--- src/rtl/fpu_ftoi.sv ---
// fpu_ftoi: multi-cycle PinKY float (1/8/7, implied leading 1) to 16-bit two's-complement
// integer converter. Truncates toward zero and saturates on overflow, Inf and NaN.
// Fixed latency: a start accepted at edge N gives done during cycle N+3.
module fpu_ftoi #(
    parameter int WIDTH     = 16,
    parameter int EXP_BITS  = 8,
    parameter int MANT_BITS = 7,
    parameter int BIAS      = 127
) (
    input  logic             clk,
    input  logic             reset,
    input  logic             start,
    input  logic [WIDTH-1:0] op,
    output logic             busy,
    output logic             done,
    output logic [WIDTH-1:0] result,
    output logic             ovf
);

    localparam int EW = EXP_BITS + 1;

    localparam logic [1:0] S_IDLE   = 2'd0;
    localparam logic [1:0] S_UNPACK = 2'd1;
    localparam logic [1:0] S_SHIFT  = 2'd2;
    localparam logic [1:0] S_PACK   = 2'd3;

    localparam logic [WIDTH-1:0] SAT_POS = {1'b0, {(WIDTH-1){1'b1}}};
    localparam logic [WIDTH-1:0] SAT_NEG = {1'b1, {(WIDTH-1){1'b0}}};

    logic [1:0]           r_state;
    logic                 r_sign;
    logic [EXP_BITS-1:0]  r_exp;
    logic [MANT_BITS:0]   r_mant;
    logic [EW-1:0]        r_e;
    logic                 r_zero;
    logic                 r_sat;
    logic                 r_ovf_flag;
    logic [WIDTH-1:0]     r_mag;

    logic [EW-1:0]        w_e;
    logic                 w_neg;
    logic                 w_big;
    logic                 w_exact_min;
    logic                 w_exp_max;
    logic [WIDTH-1:0]     w_mant_ext;
    logic [WIDTH-1:0]     w_mag;

    // Unbiased exponent and range classification, used on the UNPACK edge
    always_comb begin
        w_e         = {1'b0, r_exp} - EW'(BIAS);
        w_neg       = w_e[EW-1];
        w_exp_max   = (r_exp == '1);
        w_big       = !w_neg && (w_e >= EW'(WIDTH-1));
        // -2^(WIDTH-1) is representable: takes the saturation path but is not an overflow
        w_exact_min = r_sign && (w_e == EW'(WIDTH-1)) && (r_mant[MANT_BITS-1:0] == '0);
    end

    // Align the significand to the binary point; bits shifted out are truncated
    always_comb begin
        w_mant_ext = WIDTH'(r_mant);
        if (r_e >= EW'(MANT_BITS)) begin
            w_mag = w_mant_ext << (r_e - EW'(MANT_BITS));
        end else begin
            w_mag = w_mant_ext >> (EW'(MANT_BITS) - r_e);
        end
    end

    // Conversion FSM and datapath registers
    always_ff @(posedge clk or negedge reset) begin
        if (!reset) begin
            r_state    <= S_IDLE;
            r_sign     <= 1'b0;
            r_exp      <= '0;
            r_mant     <= '0;
            r_e        <= '0;
            r_zero     <= 1'b0;
            r_sat      <= 1'b0;
            r_ovf_flag <= 1'b0;
            r_mag      <= '0;
            busy       <= 1'b0;
            done       <= 1'b0;
            result     <= '0;
            ovf        <= 1'b0;
        end else begin
            case (r_state)
                S_IDLE: begin
                    done <= 1'b0;
                    if (start) begin
                        r_sign  <= op[WIDTH-1];
                        r_exp   <= op[WIDTH-2 -: EXP_BITS];
                        r_mant  <= {1'b1, op[MANT_BITS-1:0]};
                        busy    <= 1'b1;
                        r_state <= S_UNPACK;
                    end
                end
                S_UNPACK: begin
                    r_e        <= w_e;
                    r_zero     <= (r_exp == '0) || w_neg;
                    r_sat      <= w_exp_max || w_big;
                    r_ovf_flag <= w_exp_max || (w_big && !w_exact_min);
                    r_state    <= S_SHIFT;
                end
                S_SHIFT: begin
                    r_mag   <= (r_zero || r_sat) ? '0 : w_mag;
                    r_state <= S_PACK;
                end
                default: begin
                    if (r_sat) begin
                        result <= r_sign ? SAT_NEG : SAT_POS;
                    end else begin
                        // Negating a zero magnitude yields zero, so no negative zero
                        result <= r_sign ? (~r_mag + 1'b1) : r_mag;
                    end
                    ovf     <= r_ovf_flag;
                    done    <= 1'b1;
                    busy    <= 1'b0;
                    r_state <= S_IDLE;
                end
            endcase
        end
    end

endmodule

--- config.mk ---
export PLATFORM = sky130hd
export DESIGN_NAME = fpu_ftoi
export DESIGN_NICKNAME = d
export VERILOG_FILES = /design/src/rtl/fpu_ftoi.sv
export SDC_FILE = /design/constraint.sdc
export NUM_CORES = 1
export LEC_CHECK = 0
export ABC_AREA = 1
export BUFFER_PORTS_ARGS = -buffer_cell sky130_fd_sc_hd__buf_2
export CORE_MARGIN = 5
export CORE_UTILIZATION = 60
export CTS_CLUSTER_SIZE = 8
export DETAILED_ROUTE_END_ITERATION = 10
export HOLD_SLACK_MARGIN = 0.02
export PLACE_DENSITY = 0.91
export REMOVE_ABC_BUFFERS = 1
export SYNTH_ARGS = -nofsm -noshare
export SYNTH_HDL_FRONTEND = slang
export SYNTH_SLANG_ARGS = --single-unit
--- constraint.sdc ---
create_clock -name clk -period 3.38 [get_ports clk]
set_clock_uncertainty 0.1 [all_clocks]
set_input_delay 1.014 -clock clk [delete_from_list [all_inputs] [get_ports clk]]
set_output_delay 1.014 -clock clk [all_outputs]
set_load 0.01 [all_outputs]
; ---- Word-level counts from Yosys, hierarchy flattened
; Index checks and enable logic that the tools add are counted.
[classes]
add_sub_neg = 4
n_mul = 0
div = 0
magnitude_cmp = 2
n_eq_ne = 5
shifts = 2
mux = 10
n_bitwise = 2
n_reduce_logical = 17
[op_table]
columns = op, n
row1 = 16-bit 2-to-1 mux, 5
row2 = 16-bit by 1-bit adder with 16-bit output (second input constant), 1
row3 = 16-bit inverter, 1
row4 = 8-bit by 9-bit left shift with 16-bit output, 1
row5 = 8-bit by 9-bit right shift with 16-bit output, 1
row6 = 9-bit by 4-bit equality test with 1-bit output (second input constant), 1
row7 = 9-bit by 3-bit >= comparator with 1-bit output (second input constant), 1
row8 = 9-bit by 4-bit >= comparator with 1-bit output (second input constant), 1
row9 = 3-bit by 9-bit subtractor with 9-bit output (first input constant), 1
row10 = 8-bit by 7-bit subtractor with 9-bit output (second input constant), 1
row11 = 9-bit by 3-bit subtractor with 9-bit output (second input constant), 1
row12 = 8-bit equality test (second input constant), 1
row13 = 8-bit logical NOT, 1
row14 = 7-bit logical NOT, 1
row15 = 2-bit case mux with 3 select lines, 1
row16 = 1-bit logical AND, 4
row17 = 1-bit logical OR, 4
row18 = 1-bit case mux with 2 select lines, 2
row19 = 2-bit AND reduction, 2
row20 = 3-bit OR reduction, 1
row21 = 2-bit by 1-bit equality test with 1-bit output (second input constant), 1
row22 = 2-bit equality test (second input constant), 1
row23 = 1-bit logical NOT, 2
row24 = 2-bit logical NOT, 1
row25 = other kinds (5), 5
[totals]
regBits = 66
latchBits = 0
ramBits = 0
mem_bits_ro = 0
mem_count = 0

; ---- Logic depth before layout (Yosys ltp)
[depth]
word_depth = 7
mapped_depth = 18
ltp_nobuf = 17

; ---- Worst setup path before layout
; No wires, ideal clock.
[synth_timing]
path_kind = register to register
startpoint = reg r_e[3]
endpoint = reg r_mag[12]
arrival_time_ns = 1.921
required_time_ns = 3.206
setup_slack_ns = 1.285
stages_incl_launch_ff = 18
synth_period_minus_slack_ns = 2.095
path_cell_list = dfrtp_1 -> inv_2 -> buf_4 -> ha_1 -> inv_1 -> nor2_4 -> nand3_1 -> nand2_4 -> nand2_4 -> nor2_8 -> nand2_4 -> nand2_4 -> nand2_2 -> nand2_2 -> nand3_2 -> nand2_2 -> inv_2 -> o21ai_2
[synth_between]
elab_chain_len = 4
[synth_lines]
columns = item, line_no
row1 = start: declaration, 34  ; logic [EW-1:0] r_e;
row2 = start signal: assignment, 97  ; r_e <= w_e;
row3 = 3-bit by 9-bit subtractor with 9-bit output or 9-bit by 3-bit subtractor with 9-bit output (tied branches), "64, 62"
row4 = 8-bit by 9-bit right shift with 16-bit output or 8-bit by 9-bit left shift with 16-bit output (tied branches), "64, 62"
row5 = 16-bit 2-to-1 mux (*), 61  ; if (r_e >= EW'(MANT_BITS)) begin
row6 = 16-bit 2-to-1 mux (*), 104  ; r_mag <= (r_zero || r_sat) ? '0 : w_mag;
row7 = end signal: assignment, 104
row8 = end: declaration, 38  ; logic [WIDTH-1:0] r_mag;
; Every way passes the cells marked *; elsewhere a longest branch is shown, timed or not.
; A chain may end at the register's enable or synchronous reset.

; ---- Worst setup path after layout
[layout_timing]
startpoint = reg r_e[3]
endpoint = reg r_mag[4]
; Same word-level chain as after synthesis.

==> metrics.txt <==
CTS clk-pin slew, worst paths=80 ps; P_leak=roughly 2.5 nW; hold-fix buffers at CTS=0; num rows=31; Period minus WS final=roughly 2500 ps; critical path arrival=between 2000 and 3000 ps; Synth Instances=~610; Max Slew Vio Count=0; fill count=just over 600; startpoint types=flop; Seq cells post-synth=between 60 and 70; worst path bufs/invs=2; Post-DRT Antenna Nets=0; worst hold path type=flop to flop; post-CTS setup buffers=0; Data required, critical path=roughly 3600 ps; Final Util=around two thirds; synth warn=0; initial DRC count=about 270; starting density of the core=roughly three fifths; All-Layer GR Usage=between 20% and 30%; layout cells sized above 1=about 17%; CP peak stage delay=between 300 and 400 ps; Cells after DPL=about 740; unrepaired setup endpoints after global routing=no; antenna cells=0; Slew HR=a little over two fifths; critical path peak fanout=12; pwr/cell area=1110 nW/um^2; synthesized cell area=between 4000 and 5000 um^2; Worst-Skew Late Latency=approximately 350 ps; Slowest-stage cell, CP=dfrtp_1; first-pass GRT wire length=between 15 and 20 mm; library cells used by synthesis=42; DRC errors left=0; TritonCTS buffer count=9; CTS tree=built; kind of critical path=flop to flop; cts repair resizes=0; Avg Inst Size Synth=approximately 7.2 um^2; CP most frequent cell=nand2_1; NumNets Final=680; I/O pin count=38; Die Y=about 96 um; synth-to-layout area growth=9.86%; CP endpoint kind=flop; Final Non-Filler Cells=~750; peak supply drop=between 0.0005 and 0.0006 V; setup_tns=0 ps; Avg WL per Cell=~15 um; initial antenna violation count=0; largest net degree at the start of global routing=27; PortBufs=37; fmax=around 0.41 GHz; Longest Clk Path Bufs=2; H-tree Lvls=3; Core ar.=~7200 um^2; vias in the first global route=4073; grt ovf=0; endpoints failing setup=0; outcome=completed; worst slack, placed=slightly below 1000 ps; final WL=between 10 and 15 mm; post-DP HPWL=around 8.4 mm; Root Driver=clkbuf_8; Slew @ Worst Pin=between 800 and 900 ps; CTS Sinks=between 60 and 70; vias=4241; routability cong.=about 0.95; DR pass1 iterations=5; proportion of synthesized chip area in sequential cells=37.5%; CP top delay family=simple AND/OR/NAND/NOR gates; Critical Path, Cell by Cell=inv_2 > ha_1 > inv_1 > o21ai_0 > o21ai_0 > nor2_1 > nand2_1 > nor2_1 > nand2_1 > nand2_1 > nand2_1 > nand2_1 > nand2_1 > nand2_1 > nand2_1 > nand2_1; Vias/cell=approximately 5.6; setup ws final=930 ps; max_cap viols=0; Hold Vio Cnt, Final=0; period utilisation layout=roughly 72%; die area=between 9000 and 10000 um^2; die width=between 90 and 100 um
flip-flops by register name (all words and copies together) (netlist names):
signal and flops:
r_mag 16, result 16, r_e 9, r_exp 8
r_mant 8, r_state 2, busy 1, done 1
ovf 1, r_ovf_flag 1, r_sat 1, r_sign 1
r_zero 1
metal layers:
| metal | GRT usage [%] | vias up | share of wire [%] |
|---|---|---|---|
| met5 | 0 | - | 0 |
| met4 | 12.2 | 0 | 3.6 |
| met3 | 5.21 | 42 | 7.4 |
| met2 | 44.4 | 213 | 49 |
| met1 | 32.1 | 1926 | 40 |
| li1 | - | 2060 | - |
through the flow:
stage | total power [mW] | hold slack [ps] | cell area [um^2]
after floorplan | 3.89 | 344 | 4320
final | 5.37 | 379 | 4840
after global routing | 5.88 | 408 | 4840
after global placement | 4.57 | 356 | 4670
after CTS | 5.33 | 376 | 4840
after detailed placement | 4.71 | 357 | 4670
worst register-to-register path: cells and delay by family (launching register included):
family | cells | cell delay (ps)
AND/OR/NAND/NOR | 11 | 1030
flip-flops | 1 | 390
adder cells (fa/ha/maj) | 1 | 310
AO/OA/AOI/OAI | 2 | 290
buffers and inverters | 2 | 290
power breakdown:
group / internal [mW] / switching [mW]
combinational: 1.11 / 2.14
clock: 0.267 / 0.328
sequential: 1.14 / 0.375
total: 2.53 / 2.85
worst paths after layout:
path	start	slack, ps	endpoint	depth (start not counted)
min in group asynchronous	reset	560	r_mag[10]	1
setup / recovery	r_e[3]	930	r_mag[4]	16
setup reg to reg	r_e[3]	930	r_mag[4]	16
max in group asynchronous	reset	1900	r_mant[1]	2
hold / removal	ovf	380	ovf	2
hold reg to reg	ovf	380	ovf	2
kinds of logic after synthesis:
group	Yosys count	synth area share [%]
adders and majority gates	11	3.12
DFF	66	37.5
and+or+nand+nor	346	36.9
AOI/OAI and AO/OA	94	11.5
muxes	3	0.767
buffers and inverters	80	7.24
xor gates and xnor gates	14	2.95
synthesized netlist by cell type, drive strengths merged:
cell | n | share of area [%]
or2 | 1 | 0.14
o21ai | 47 | 5.5
a22oi | 1 | 0.17
nor4 | 2 | 0.28
clkinv | 3 | 0.26
nand3b | 3 | 0.51
dfrtp | 66 | 37
buf | 7 | 1.0
a21oi | 38 | 4.5
inv | 60 | 5.1
o2111ai | 1 | 0.20
o21a | 2 | 0.34
nor3 | 4 | 0.68
xnor2 | 2 | 0.40
nand2 | 202 | 19
nor2 | 61 | 6.5
nor3b | 1 | 0.17
a31oi | 2 | 0.28
xor2 | 12 | 2.6
ha | 11 | 3.1
o31ai | 2 | 0.34
nand4 | 8 | 1.5
o211ai | 1 | 0.17
clkbuf | 10 | 0.85
nand3 | 64 | 8.2
mux2 | 3 | 0.77
cells in the final DEF, fill, tap and decap left out, drive strengths merged, types with 4 or more instances in the layout:
cell type / n
nand3: 64
clkbuf: 10
nor3: 4
xor2: 12
nand4: 8
o21ai: 47
dfrtp: 66
clkinv: 6
ha: 11
a21oi: 38
buf: 42
inv: 61
nand2: 202
nor2: 61
cell type report:
cell class | instances | area [um^2] | area share (%)
multi-input cells | 468 | 2430 | 50.3
flip-flops and latches | 66 | 1650 | 34.1
clock inverters | 6 | 42.5 | 0.879
clock buffers | 10 | 128 | 2.64
inverters | 63 | 236 | 4.89
repair buffers | 42 | 223 | 4.60
well taps | 99 | 124 | 2.56
Note: power is estimated with default switching activity, not from simulation.
